$ cat src/rtl/ctrl_tx.sv
// ctrl_tx: framed 8N1 transmitter (SYNC, N_CH channel bytes, optional checksum)
// Ports: clk, reset_n, in_data[8*N_CH], go -> busy, done, TX; option CTRL_TX_CHECKSUM_EN
module ctrl_tx #(
  parameter int         N_CH = 7,
  parameter int         fCLK = 50_000_000,
  parameter int         BAUD = 115_200,
  parameter logic [7:0] SYNC = 8'hA5
) (
  input  logic              clk,
  input  logic              reset_n,
  input  logic [8*N_CH-1:0] in_data,
  input  logic              go,
  output logic              busy,
  output logic              done,
  output logic              TX
);

  localparam int BIT_CYCLES = fCLK / BAUD;
  localparam int BW = (BIT_CYCLES > 1) ? $clog2(BIT_CYCLES) : 1;
  localparam int IW = $clog2(N_CH + 2);
`ifdef CTRL_TX_CHECKSUM_EN
  localparam int LAST = N_CH + 1;
`else
  localparam int LAST = N_CH;
`endif

  typedef enum logic [1:0] {IDLE, START, DATA, STOP} state_t;

  state_t                 state, state_n;
  logic [BW-1:0]          baud, baud_n;
  logic [2:0]             bitc, bitc_n;
  logic [IW-1:0]          idx, idx_n;
  logic [N_CH-1:0][7:0]   shadow, shadow_n;
  logic [7:0]             cur_byte;
  logic                   baud_end;
  logic                   tx_n, busy_n, done_n;
`ifdef CTRL_TX_CHECKSUM_EN
  logic [7:0]             csum, csum_n;
`endif

  assign baud_end = (baud == BW'(BIT_CYCLES - 1));

  // Byte index 0 is SYNC, 1..N_CH the channels, N_CH+1 the checksum.
  always_comb begin
    cur_byte = SYNC;
    for (int k = 0; k < N_CH; k++)
      if (idx == IW'(k + 1))
        cur_byte = shadow[k];
`ifdef CTRL_TX_CHECKSUM_EN
    if (idx == IW'(N_CH + 1))
      cur_byte = csum;
`endif
  end

  always_comb begin
    state_n  = state;
    baud_n   = baud;
    bitc_n   = bitc;
    idx_n    = idx;
    shadow_n = shadow;
    done_n   = 1'b0;
`ifdef CTRL_TX_CHECKSUM_EN
    csum_n   = csum;
`endif
    case (state)
      IDLE: begin
        baud_n = '0;
        if (go) begin
          shadow_n = in_data;
          idx_n    = '0;
          bitc_n   = '0;
          state_n  = START;
`ifdef CTRL_TX_CHECKSUM_EN
          csum_n   = '0;
`endif
        end
      end
      START: begin
        baud_n = baud + 1'b1;
        if (baud_end) begin
          baud_n  = '0;
          bitc_n  = '0;
          state_n = DATA;
        end
      end
      DATA: begin
        baud_n = baud + 1'b1;
        if (baud_end) begin
          baud_n = '0;
          bitc_n = bitc + 1'b1;
          if (bitc == 3'd7)
            state_n = STOP;
        end
      end
      STOP: begin
        baud_n = baud + 1'b1;
        if (baud_end) begin
          baud_n = '0;
          if (idx == IW'(LAST)) begin
            state_n = IDLE;
            done_n  = 1'b1;
          end else begin
            idx_n   = idx + 1'b1;
            state_n = START;
`ifdef CTRL_TX_CHECKSUM_EN
            // The channel about to be sent is shadow[idx].
            for (int k = 0; k < N_CH; k++)
              if (idx == IW'(k))
                csum_n = csum + shadow[k];
`endif
          end
        end
      end
      default: state_n = IDLE;
    endcase

    // Outputs are computed from the next state so the flops
    // present them in the same cycle the state takes effect.
    busy_n = (state_n != IDLE);
    case (state_n)
      START:   tx_n = 1'b0;
      DATA:    tx_n = cur_byte[bitc_n];
      default: tx_n = 1'b1;
    endcase
  end

  always_ff @(posedge clk or negedge reset_n) begin
    if (!reset_n) begin
      state  <= IDLE;
      baud   <= '0;
      bitc   <= '0;
      idx    <= '0;
      shadow <= '0;
      busy   <= 1'b0;
      done   <= 1'b0;
      TX     <= 1'b1;
`ifdef CTRL_TX_CHECKSUM_EN
      csum   <= '0;
`endif
    end else begin
      state  <= state_n;
      baud   <= baud_n;
      bitc   <= bitc_n;
      idx    <= idx_n;
      shadow <= shadow_n;
      busy   <= busy_n;
      done   <= done_n;
      TX     <= tx_n;
`ifdef CTRL_TX_CHECKSUM_EN
      csum   <= csum_n;
`endif
    end
  end

endmodule

$ cat config.mk
export PLATFORM = sky130hd
export DESIGN_NAME = ctrl_tx
export DESIGN_NICKNAME = d
export VERILOG_FILES = /design/src/rtl/ctrl_tx.sv
export SDC_FILE = /design/constraint.sdc
export NUM_CORES = 1
export LEC_CHECK = 0
export ABC_AREA = 1
export CAP_MARGIN = 0
export CORE_UTILIZATION = 54
export DETAILED_ROUTE_END_ITERATION = 16
export HOLD_SLACK_MARGIN = 0.05
export PLACE_DENSITY = 0.8
export SLEW_MARGIN = 10
export SYNTH_ARGS = -nofsm -noshare
export SYNTH_HDL_FRONTEND = slang
export SYNTH_SLANG_ARGS = --single-unit
$ cat constraint.sdc
create_clock -name clk -period 2.7 [get_ports clk]
set_input_delay 0.405 -clock clk [delete_from_list [all_inputs] [get_ports clk]]
set_output_delay 0.405 -clock clk [all_outputs]
set_load 0.1 [all_outputs]
==> results_dict.tcl, run 1 <==
set metrics [dict create \
    clkLatencyLatePin_ns 0.35 \
    pwr-share-seq_pct 51.8 \
    core-area_um2 7214 \
    ir_worst_vdd_mv 0.2749 \
    leakagePower_uw 0.002582 \
    grt_max_degree 63 \
    synth_area_per_cell_um2 7.363 \
    die_h_um 88.20 \
    cts_sinks 77 \
    tightest_slew_ns 0.5721 \
    cp.arrival_ns 2.64 \
    cts_setup_buffers 0 \
    ant_nets 0 \
    p_sw_uw 532.1 \
    hp-class "reg -> reg" \
    timing.final.hold_violations 0 \
    clock_path_buffers 2 \
    path_class "reg -> reg" \
    setup_viol 0 \
    end_kind "register" \
    path_clk_slew_ns 0.07 \
    vias 3504 \
    routabilityCongestion 0.8478 \
    post-route-period-util_pct 87.21 \
    num_antenna_cells 0 \
    synth.distinct_cells 35 \
    final_max_slew_viol_count 0 \
    synth_top_area_share_pct 47.40 \
    fin_setup_tns_ns 0 \
    clkPwrFrac_pct 39.3 \
    rows 31 \
    crit_path_frequent_cell "nand2_1" \
    gr-total-overflow 0 \
    dieArea_um2 7779 \
    max_stage_delay_ns 0.40 \
    grt_pass1_wl_um 15280 \
    start_kind "register" \
    cellPowerDensity_nw_per_um2 484.0 \
    cp_max_fo 9 \
    netlist_area_um2 4013 \
    synth_top_cell_by_area "dfrtp_1" \
    ys_warn_count 0 \
    critPathBufInv 3 \
    max_clock_freq_mhz 424.7 \
    ioPinCount 62 \
    nFillCells 615 \
    grt_setup_unrepaired "no" \
    start_util_pct 55.62 \
    finalNetCount 669 \
    hold_ws_ns 0.4714 \
    dp_hpwl_um 6386 \
    syn-num-nets 613 \
    drive_gt1_share_pct 7.096 \
    avgRoutedWirePerCell_um 12.42 \
    cts_tree "built" \
    drt_iter0_drc 218 \
    drt_pass1_iterations 5 \
    final_cell_mix "251 x nand2_1, 76 x dfrtp_1, 57 x clkdlybuf4s50_1" \
    critPathSlowestCell "dfrtp_1" \
    multi_input_area_um2 1808 \
    worstPathCellList "inv_1 > ha_1 > nand2_1 > nor2_1 > nand2_4 > ha_1 > o22ai_1 > inv_1 > nand2_2 > inv_1 > nor2_1 > nand2_1 > nand2_1 > nand3_1 > nand2_1 > nand2_1 > nand2_1" \
    track_usage_pct 25.40 \
    fin_crit_ns 2.355 \
    swShare_pct 22.51 \
    syn_to_final_growth_pct 21.70 \
    final_common_cell "nand2_1" \
    slew_headroom_pct 61.86 \
    clockRootBuffer "clkbuf_8" \
    combPwrFrac_pct 9.0 \
    skew_ns 0.01260 \
    syn_inst 545 \
    ys_seq_area_share_pct 48.05 \
    ys_ff_latch 77 \
    cp_top_family "simple AND/OR/NAND/NOR gates" \
    p_int_uw 1832 \
    ys_top_cells_by_area "dfrtp_1 47%, nand2_1 23%, nor2_1 4.9%, inv_1 3.8%, nand3_1 3.6%" \
    status "completed" \
    cp_data_required_time_ns 2.99 \
    antenna_found_initial 0 \
    drcViolationCount 0 \
    die_w_um 88.20 \
    max_cap_viol_count 0 \
    grt_pass1_vias 3522 \
    regArea_um2 1928 \
    via_per_inst 4.970 \
    cts_inserted_buffers 9 \
    htree_num_levels 3 \
    io_buffers 61 \
    drt_wl_total_um 8754 \
]
## state kept, by name (all words and copies together) (netlist names)
register and count:
shadow 56, baud 9, idx 4, bitc 3, state 2, TX 1, busy 1, done 1
## power by group through the flow
| stage | clock, uW | combinational (uW) | sequential, uW |
|---|---|---|---|
| after floorplan | 0 | 86.3 | 1240 |
| after global placement | 0 | 205 | 1240 |
| after detailed placement | 0 | 213 | 1250 |
| after CTS | 938 | 214 | 1220 |
| after global routing | 989 | 241 | 1230 |
| final | 928 | 212 | 1220 |
## per-stage QoR
step,cell area (um2),power [uW],util (%),cells,setup slack [ns]
2_1_floorplan,4013,1323,-,545,0.6985
3_3_place_gp,4666,1449,64.67,688,0.4982
3_5_place_dp,4666,1458,64.67,688,0.3968
4_1_cts,4883,2375,67.69,705,0.3708
5_1_grt,4883,2457,67.69,705,0.07339
6_report,4883,2364,67.69,705,0.3453
## repair_timing
item                      in CTS  in global routing
hold endpoints to repair      21                  0
hold buffers                   1                  0
resized for setup              0                  0
## cells by family after synthesis
logic type,Yosys count,share of synthesized area (%)
buffers and inverters,66,6.891
flip-flops,77,48.05
AO/OA/AOI/OAI,24,3.306
AND/OR/NAND/NOR,364,37.85
XOR/XNOR,5,1.091
adder cells (fa/ha/maj),9,2.806
## final cells by class
| cell class | instances | share of cell area, % |
|---|---|---|
| clock buffer | 12 | 2.767 |
| sequential | 77 | 39.48 |
| multi-input combinational | 402 | 37.02 |
| timing repair buffer | 65 | 13.17 |
| inverter | 46 | 3.536 |
| clock inverter | 4 | 1.486 |
| tap | 99 | 2.537 |
## worst min-delay path, stage by stage, from the launching register on
cell	delay, ns
dfrtp_1	0.34
nand2_1	0.05
nand2_1	0.05
## Yosys cell counts, drive strengths merged
cell    number
a31oi        1
o21ai       13
o22ai        2
a21o         1
nor3         6
dfstp        1
xnor2        1
or2          7
dfrtp       76
nand3       30
nor2        59
o31ai        1
a21oi        6
inv         46
xor2         4
nand3b       3
nand4        3
clkbuf       8
and3         1
buf         12
ha           9
nand2      255
## final timing paths
path	start	to	slack, ns	depth (start not counted)
setup / recovery	baud[1]	TX	0.35	17
hold / removal	shadow[19]	shadow[19]	0.47	2
setup reg to reg	baud[1]	TX	0.35	17
hold reg to reg	shadow[19]	shadow[19]	0.47	2
max in group asynchronous	reset_n	TX	1.44	3
min in group asynchronous	reset_n	baud[7]	0.55	2
## metal layers
| metal | vias to the layer above | share of wire (%) | global-route usage, % |
|---|---|---|---|
| li1 | 1774 | - | - |
| met1 | 1619 | 45 | 33.07 |
| met2 | 90 | 49 | 41.75 |
| met3 | 21 | 3.7 | 3.676 |
| met4 | 0 | 2.5 | 12.17 |
| met5 | - | 0 | 0 |
Note: power is estimated with default switching activity, not from simulation.
==> run 2: changes to the inputs <==
CTS_CLUSTER_SIZE = 20   (was not set)
==> results of run 2 <==
The final DEF is identical to that of run 1; final timing and power are the same.
==> run 3: changes to the inputs <==
REMOVE_ABC_BUFFERS = 1   (was not set)
==> run 3 against run 2 <==
  * Worst hold slack lost 0.28 ns
  * Sequential power about the same
  * Total power grew 8.3%
  * Final area rose by 1.0%
  * Via count is 1.1% lower
  * Register-to-register slack improved by 0.11 ns
  * First-iteration DRC count fell by 28%
  * Final cell count stayed put
  * Sequential share of layout area shrank 0.39 points
  * Flip-flop and latch count unchanged
  * Worst setup slack better by 0.11 ns
  * Utilization up 0.68 points
  * Critical endpoint unchanged
  * Largest cell class unchanged
  * Highest routed layer unchanged
==> results_dict.tcl, run 3 (synthesis gave the netlist of run 1 again) <==
set metrics [dict create \
    grt_setup_unrepaired "no" \
    die_h_um 88.20 \
    grt_max_degree 78 \
    end_kind "register" \
    gr-total-overflow 0 \
    vias 3465 \
    cts_tree "built" \
    drcViolationCount 0 \
    worstPathCellList "inv_1 > ha_1 > nand2_1 > nor2_1 > nand2_4 > ha_1 > o22ai_1 > inv_1 > nand2_2 > inv_1 > nor2_1 > nand2_1 > nand2_1 > nand3_1 > nand2_1 > nand2_1 > nand2_1" \
    cp_top_family "simple AND/OR/NAND/NOR gates" \
    tightest_slew_ns 0.9498 \
    syn_to_final_growth_pct 22.92 \
    core-area_um2 7214 \
    via_per_inst 4.915 \
    cts_inserted_buffers 9 \
    highest_layer "met4" \
    dieArea_um2 7779 \
    critPathBufInv 3 \
    holdBufCountCts 0 \
    final_common_cell "nand2_1" \
    wl_met2_um 4158 \
    htree_num_levels 3 \
    top_regs "shadow: 56 flops, baud: 9 flops, idx: 4 flops" \
    max_cap_viol_count 0 \
    clock_path_buffers 2 \
    critPathSlowestCell "dfrtp_1" \
    num_antenna_cells 0 \
    max_clock_freq_mhz 444.9 \
    die_w_um 88.20 \
    post-route-period-util_pct 83.25 \
    clockRootBuffer "clkbuf_8" \
    skew_ns 0.005900 \
    place_area_um2 4671 \
    io_buffers 61 \
    cts_setup_buffers 0 \
    met1_length_um 3920 \
    drt_iter0_drc 158 \
    track_usage_pct 24.36 \
    cp_data_required_time_ns 2.99 \
    avgRoutedWirePerCell_um 12.03 \
    ant_nets 0 \
    largest_reg_flops 56 \
    ctsResizeCount 0 \
    nFillCells 630 \
    crit_path_frequent_cell "nand2_1" \
    largest_register "shadow" \
    drive_gt1_share_pct 7.591 \
    dp_hpwl_um 6062 \
    finalNetCount 670 \
    setup_viol 0 \
    drt_wl_total_um 8483 \
    drt_pass1_iterations 4 \
    antenna_found_initial 0 \
    routabilityCongestion 0.8559 \
    slew_headroom_pct 36.68 \
    leakagePower_uw 0.002614 \
    ir_worst_vdd_mv 0.3093 \
    dr_wl_met3_um 263 \
    clkLatencyLatePin_ns 0.35 \
    fin_crit_ns 2.248 \
    r2r_start "baud[1]" \
    cp_max_fo 9 \
    timing.final.hold_violations 0 \
    hp-class "in -> async" \
    ioPinCount 62 \
    cellPowerDensity_nw_per_um2 519.1 \
    rrSetupSlack_ns 0.45 \
    reg2reg_depth 17 \
    cp.arrival_ns 2.54 \
    final_core_util_pct 68.37 \
    final_max_slew_viol_count 0 \
    path_class "reg -> reg" \
    status "completed" \
    max_stage_delay_ns 0.40 \
    start_kind "register" \
    fin_area_um2 4932 \
    grt_pass1_vias 3362 \
    start_util_pct 55.62 \
    fin_setup_tns_ns 0 \
    path_clk_slew_ns 0.08 \
    r2r-end "TX" \
    grt_pass1_wl_um 14550 \
    rows 31 \
    final_cell_mix "251 x nand2_1, 76 x dfrtp_1, 57 x clkdlybuf4s50_1" \
    cts_sinks 77 \
]
-- run 3: cell count changes in the layout (fill, tap and decap cells not counted) --
cell	change
clkbuf_8	+1
buf_2	-1
buf_4	+4
bufinv_16	+2
clkinvlp_4	-1
clkbuf_1	-2
clkinv_2	-1
buf_12	-1
dlygate4sd3_1	-1
-- run 3: layer usage --
layer / global-route usage, % / up-vias
li1: - / 1770
met2: 42.66 / 68
met5: 0 / -
met3: 3.110 / 13
met1: 29.96 / 1614
met4: 11.00 / 0
-- run 3: power by group --
part	switching, uW	internal, uW	total [uW]	leakage (uW)
logic	96.3	111	207	0.00154
registers	24.9	1200	1220	0.000949
clock network	403	728	1130	0.000130
total	525	2040	2560	0.00261
-- run 3: cell type report --
type	instances	area, um2	share of cell area [%]
inverter	46	172.7	3.501
clock buffer	11	141.4	2.867
timing repair buffer	66	638.1	12.94
clock inverter	4	120.1	2.435
tap	99	123.9	2.511
sequential	77	1928	39.09
multi-input combinational	402	1808	36.66
-- run 3: how the worst max path moves through the flow --
stage | start | endpoint | slack (ns) | cells past startpoint
after floorplan | state[1] | TX | 0.12 | 12
after global placement | baud[1] | TX | 0.61 | 17
after detailed placement | baud[1] | TX | 0.48 | 17
after CTS | baud[1] | TX | 0.44 | 17
after global routing | baud[1] | TX | 0.21 | 17
final | baud[1] | TX | 0.45 | 17
-- run 3: metrics by stage --
stage	setup WS [ns]	total power [uW]	instances	hold slack (ns)
floorplan	0.1168	1318	525	0.1094
CTS	0.4444	2582	705	0.2315
global placement	0.6050	1447	690	0.4496
global route	0.2145	2657	705	0.2962
detailed placement	0.4781	1453	690	0.4557
finish	0.4522	2561	705	0.1938
